$ cat config.mk
export PLATFORM = sky130hd
export DESIGN_NAME = rect_hit_detector
export DESIGN_NICKNAME = d
export VERILOG_FILES = /design/src/rtl/freeze_tag_pkg.sv /design/src/rtl/rect_hit_detector_overlap_counter.sv /design/src/rtl/rect_hit_detector.sv
export SDC_FILE = /design/constraint.sdc
export NUM_CORES = 1
export LEC_CHECK = 0
export BUFFER_PORTS_ARGS = -buffer_cell sky130_fd_sc_hd__buf_2
export CAP_MARGIN = 5
export CORE_MARGIN = 2
export CORE_UTILIZATION = 40
export DETAILED_ROUTE_END_ITERATION = 8
export PLACE_DENSITY = 0.55
export SETUP_SLACK_MARGIN = 0.5
export SLEW_MARGIN = 40
export SYNTH_ARGS = -nofsm -noshare
export SYNTH_HDL_FRONTEND = slang
export SYNTH_SLANG_ARGS = --single-unit
$ cat constraint.sdc
create_clock -name clk -period 2.75 [get_ports clk]
set_input_delay 0.1375 -clock clk [delete_from_list [all_inputs] [get_ports clk]]
set_output_delay 0.1375 -clock clk [all_outputs]
set_load 0.03 [all_outputs]
$ cat src/rtl/freeze_tag_pkg.sv
// Shared constants for the freeze-tag collision logic.
package freeze_tag_pkg;

  localparam int unsigned OVL_W           = 8;
  localparam int unsigned HITCNT_W        = 4;
  localparam int unsigned DEF_NUM_RECTS   = 4;
  localparam int unsigned DEF_MIN_OVERLAP = 4;

endpackage

$ cat src/rtl/rect_hit_detector_overlap_counter.sv
// Per-rectangle overlap pixel counter: saturating, synchronous clear,
// asynchronous active-high reset.
module overlap_counter
  import freeze_tag_pkg::*;
(
  input  logic             clk,
  input  logic             reset,
  input  logic             clr,
  input  logic             inc,
  output logic [OVL_W-1:0] count
);

  logic [OVL_W-1:0] count_q, count_d;

  // Next count: clear wins, otherwise increment unless already at full scale.
  always_comb begin
    count_d = count_q;
    if (clr) begin
      count_d = '0;
    end else if (inc && (count_q != '1)) begin
      count_d = count_q + OVL_W'(1);
    end
  end

  // Counter register.
  always_ff @(posedge clk or posedge reset) begin
    if (reset) begin
      count_q <= '0;
    end else begin
      count_q <= count_d;
    end
  end

  assign count = count_q;

endmodule

$ cat src/rtl/rect_hit_detector.sv
// Collision consumer: counts rectangle/player overlap pixels per frame and
// commits hits at the frame pulse into a latched frozen mask.
// Optional feature macro: HIT_DEBOUNCE_EN (require two consecutive
// qualifying commits before a rectangle is hit).
module rect_hit_detector
  import freeze_tag_pkg::*;
#(
  parameter int unsigned NUM_RECTS   = DEF_NUM_RECTS,
  parameter int unsigned MIN_OVERLAP = DEF_MIN_OVERLAP
)
(
  input  logic                  clk,
  input  logic                  reset,
  input  logic                  frame,
  input  logic [NUM_RECTS-1:0]  rectPix,
  input  logic [NUM_RECTS-1:0]  activeRed,
  input  logic                  playerPix,
  input  logic                  clearHits,
  output logic [NUM_RECTS-1:0]  hit,
  output logic [NUM_RECTS-1:0]  frozen,
  output logic                  allHit,
  output logic [HITCNT_W-1:0]   hitCount
);

  logic [NUM_RECTS-1:0] inc;
  logic [NUM_RECTS-1:0] qualified;
  logic [NUM_RECTS-1:0] cand;
  logic [NUM_RECTS-1:0] new_hits;
  logic [NUM_RECTS-1:0] hit_q, hit_d;
  logic [NUM_RECTS-1:0] frozen_q, frozen_d;
  logic                 allHit_q, allHit_d;
  logic [HITCNT_W-1:0]  hitCount_q, hitCount_d;
  logic [OVL_W-1:0]     ovl [NUM_RECTS];
  logic                 ovl_clr;

  // Counters restart at every commit point and on a round clear.
  assign ovl_clr = frame | clearHits;

  // The threshold test adds the current-cycle pixel so overlap sampled in the
  // frame cycle itself is part of that commit; the extra bit avoids overflow.
  for (genvar i = 0; i < NUM_RECTS; i++) begin : g_rect
    assign inc[i] = rectPix[i] & playerPix;

    overlap_counter u_ovl (
      .clk   (clk),
      .reset (reset),
      .clr   (ovl_clr),
      .inc   (inc[i]),
      .count (ovl[i])
    );

    assign qualified[i] = (({1'b0, ovl[i]} + (OVL_W+1)'(inc[i])) >=
                           (OVL_W+1)'(MIN_OVERLAP));
  end

  assign cand = qualified & activeRed;

`ifdef HIT_DEBOUNCE_EN
  logic [NUM_RECTS-1:0] pending_q, pending_d;

  assign new_hits = cand & pending_q & ~frozen_q;

  // Pending tracks "qualified on the previous commit"; any commit that does
  // not qualify, and any clear, drops it.
  always_comb begin
    pending_d = pending_q;
    if (clearHits) begin
      pending_d = '0;
    end else if (frame) begin
      pending_d = cand & ~frozen_q;
    end
  end

  // Pending register.
  always_ff @(posedge clk or posedge reset) begin
    if (reset) begin
      pending_q <= '0;
    end else begin
      pending_q <= pending_d;
    end
  end
`else
  assign new_hits = cand & ~frozen_q;
`endif

  // Commit logic: clear has priority over frame; derived flags follow frozen_d.
  always_comb begin
    hit_d      = '0;
    frozen_d   = frozen_q;
    hitCount_d = '0;
    if (clearHits) begin
      frozen_d = '0;
    end else if (frame) begin
      hit_d    = new_hits;
      frozen_d = frozen_q | new_hits;
    end
    for (int unsigned i = 0; i < NUM_RECTS; i++) begin
      hitCount_d = hitCount_d + HITCNT_W'(frozen_d[i]);
    end
    allHit_d = &frozen_d;
  end

  // Output state registers.
  always_ff @(posedge clk or posedge reset) begin
    if (reset) begin
      hit_q      <= '0;
      frozen_q   <= '0;
      allHit_q   <= 1'b0;
      hitCount_q <= '0;
    end else begin
      hit_q      <= hit_d;
      frozen_q   <= frozen_d;
      allHit_q   <= allHit_d;
      hitCount_q <= hitCount_d;
    end
  end

  assign hit      = hit_q;
  assign frozen   = frozen_q;
  assign allHit   = allHit_q;
  assign hitCount = hitCount_q;

endmodule
==> results by group <==
Synthesis
  • Post-synthesis cell area: 0.00243 mm^2
  • Unique masters post-synth: 50
  • Mapped Nets: 269
  • Post-synthesis sequential area ratio: 45.4%
  • Post-synth ARST share: 100%
  • Synth Flop Type: dfrtp_1
  • Synthesized area per cell: 10.1 um^2
  • #FFs+latches synth: 44
  • Synthesized netlist cell count: 240
  • Post-synth EDFFs: 0
  • Synthesis warning total: 0

Timing
  • Final period utilization: 88.4%
  • Slew margin rel.: 55.4%
  • # setup viols final: 0
  • Hold Vio Cnt, Final: 0
  • Fin Hold WS: 88.8 ps
  • RSZ-0062 raised after global routing: true
  • Setup TNS: 0 ps
  • Peak Freq: 0.411 GHz
  • Slew Viols, Final: 0
  • Shortest period the worst path allows: 2430 ps
  • Slew at the pin closest to its max-slew limit: 668 ps
  • Clock Skews: 6.67 ps

Floorplan
  • Core footprint: 0.00589 mm^2
  • Starting density of the core: 41.2%
  • Ports: 26
  • Die Y: 81.9 um
  • Die area: 0.00671 mm^2
  • # rows: 28
  • Die width: 81.9 um

Routing
  • Antenna-violating nets left: 0
  • Drt first pass iters: 4
  • Avg WL per Cell: 14.5 um
  • Post-route DRC: 0
  • Drt total wl: 5.10 mm
  • Vias: 1856
  • DR vias/cell: 5.27
  • DRT iter0 DRCs: 80

Pwr
  • PwrDens: 396 mW/mm^2
  • Sequential share of power: 55.8%
  • NetSw: 0.269 mW
  • Switching share of total power: 23.1%
  • Int Pwr: 0.897 mW
  • Comb pwr share: 6.3%
  • Max IR drop VDD: 0.206 mV
  • Clock power share: 37.9%
  • Leak Pwr: 1.34 nW

Global routing
  • GR Util All Layers: 17.0%
  • GRT overflow: 0
  • First-pass GRT wire length: 8.56 mm
  • Antenna violations before repair: 0
  • Largest net degree at the start of global routing: 45
  • Number of global-route vias before repair: 1752

Final layout
  • Fraction of layout cells with a size suffix above 1: 27.4%
  • Number of diodes: 0
  • Leading cell types in the layout, fill and taps excluded: 43 x dfrtp_1, 30 x nor2_1, 24 x buf_2, 16 x xor2_1, 14 x buf_4
  • Nets: 306
  • Commonest non-fill, non-tap cell in the layout: dfrtp_1
  • Design area: 0.00295 mm^2
  • Area Overhead vs Synth: 21.3%

Worst setup path
  • Critical Path Fanout Max: 2
  • Critical path launch point type: register
  • Critical Path End Type: register
  • Critical Path RT: 2940 ps
  • Critical path arrival: 2620 ps
  • Critical path class: register to register

CTS
  • CTS tree: built
  • Root Driver: clkbuf_8
  • Worst-path clk slew: 80 ps
  • CTS Sinks: 44
  • Cts bufs inserted: 5
  • Clock Tree Buf Depth: 2
  • H-tree depth: 2
  • Clock Latency Late Sink: 300 ps

Run status
  • Status: complete, no violations

Worst hold path
  • Hold Crit Class: input pin to register

Placed design
  • Placer Congestion: 0.772
  • Placed inst area: 0.00266 mm^2
  • DP Wirelength: 3.51 mm
  • Port Buf Inserts: 24

Flow run
  • Maxcap violations: 0
==> cells by family (layout without fill, tap and decap cells) <==
group           after synthesis  count (layout)  share of synthesized area [%]
buf+inv                      14              51                           2.58
fa+ha+maj                    16              16                           8.56
mux                           4               4                           1.65
compound gates               45              45                           13.2
xor+xnor                     17              17                           6.13
simple gates                 99              99                           22.3
other cells                   1               1                          0.154
flops                        44              44                           45.4
==> state kept, by name, indices dropped and copies added (netlist names) <==
signal	flops
frozen	4
hitCount	3
g_rect.u_ovl.count	32
allHit	1
hit	4
==> synth_stat cells, types with 4 or more instances <==
| cell type | instances | share of area, % |
|---|---|---|
| a21oi_1 | 13 | 2.7 |
| and2_1 | 6 | 1.5 |
| and4_1 | 6 | 2.2 |
| clkbuf_1 | 4 | 0.62 |
| dfrtp_1 | 44 | 45 |
| ha_1 | 15 | 7.7 |
| inv_1 | 5 | 0.77 |
| mux2i_1 | 4 | 1.6 |
| nand2_1 | 10 | 1.5 |
| nand3_1 | 9 | 1.9 |
| nand4_1 | 11 | 2.8 |
| nor2_1 | 31 | 4.8 |
| o211ai_1 | 4 | 1.2 |
| o21ai_0 | 4 | 0.82 |
| or3_1 | 4 | 1.0 |
| or4_1 | 6 | 1.9 |
| xor2_1 | 16 | 5.8 |
==> worst paths after layout <==
| check | from | endpoint | slack, ps | cells past startpoint |
|---|---|---|---|---|
| max in group asynchronous | reset | g_rect[1].u_ovl.count[4]$_DFFE_PP0P_ | 1910 | 3 |
| min reg2reg | frozen[2]$_DFF_PP0_ | hit[2]$_DFF_PP0_ | 440 | 1 |
| max | g_rect[3].u_ovl.count[6]$_DFFE_PP0P_ | hitCount[1]$_DFF_PP0_ | 320 | 7 |
| min in group asynchronous | reset | g_rect[0].u_ovl.count[2]$_DFFE_PP0P_ | 440 | 3 |
| max reg2reg | g_rect[3].u_ovl.count[6]$_DFFE_PP0P_ | hitCount[1]$_DFF_PP0_ | 320 | 7 |
| min | activeRed[3] | hit[3]$_DFF_PP0_ | 90 | 2 |
==> power groups by stage <==
stage | registers [mW] | clock network, mW | logic (mW)
after floorplan | 0.665 | 0 | 0.0424
after global placement | 0.665 | 0 | 0.0679
after detailed placement | 0.665 | 0 | 0.0686
after CTS | 0.651 | 0.463 | 0.0736
after global routing | 0.652 | 0.493 | 0.0823
final | 0.651 | 0.442 | 0.0730
==> area by class of cell <==
cell class | instances | area (um^2)
Tap cell | 75 | 93.8
Sequential cell | 44 | 1100
Fill cell | 542 | 2940
Inverter | 5 | 21.3
Timing Repair Buffer | 39 | 235
Clock buffer | 7 | 96.3
Multi-Input combinational cell | 182 | 1400
==> metrics by stage <==
stage | setup slack, ps | util [%] | total power, mW | cells
4_1_cts | 304 | 48.5 | 1.19 | 352
2_1_floorplan | 359 | - | 0.707 | 240
3_5_place_dp | 174 | 45.3 | 0.734 | 336
5_1_grt | 234 | 50.0 | 1.23 | 352
6_report | 319 | 50.0 | 1.17 | 352
3_3_place_gp | 230 | 45.2 | 0.733 | 336
==> metal layers <==
layer  wire [um]  vias up  part of all wire, %  global-route usage, %
met3         184        6                  3.6                   3.96
met1        2500      867                   49                   22.5
li1            -      944                    -                      -
met4          79        0                  1.5                   6.00
met2        2340       39                   46                   27.2
met5           0        -                    0                      0
==> worst max-delay path, cell delays in order, from the launching register on <==
cell,delay [ps]
dfrtp_1,390
or3_4,390
or4_4,430
o21ai_4,180
nor2_2,60
fa_1,480
ha_4,190
ha_4,200
==> what timing repair did <==
item	CTS	global route
endpoints found under the hold margin	44	0
setup buffers	8	0
pin swaps	4	4
endpoints found under the setup margin	3	3
resized for setup	7	16
hold buffers	1	0
Note: power is estimated with default switching activity, not from simulation.
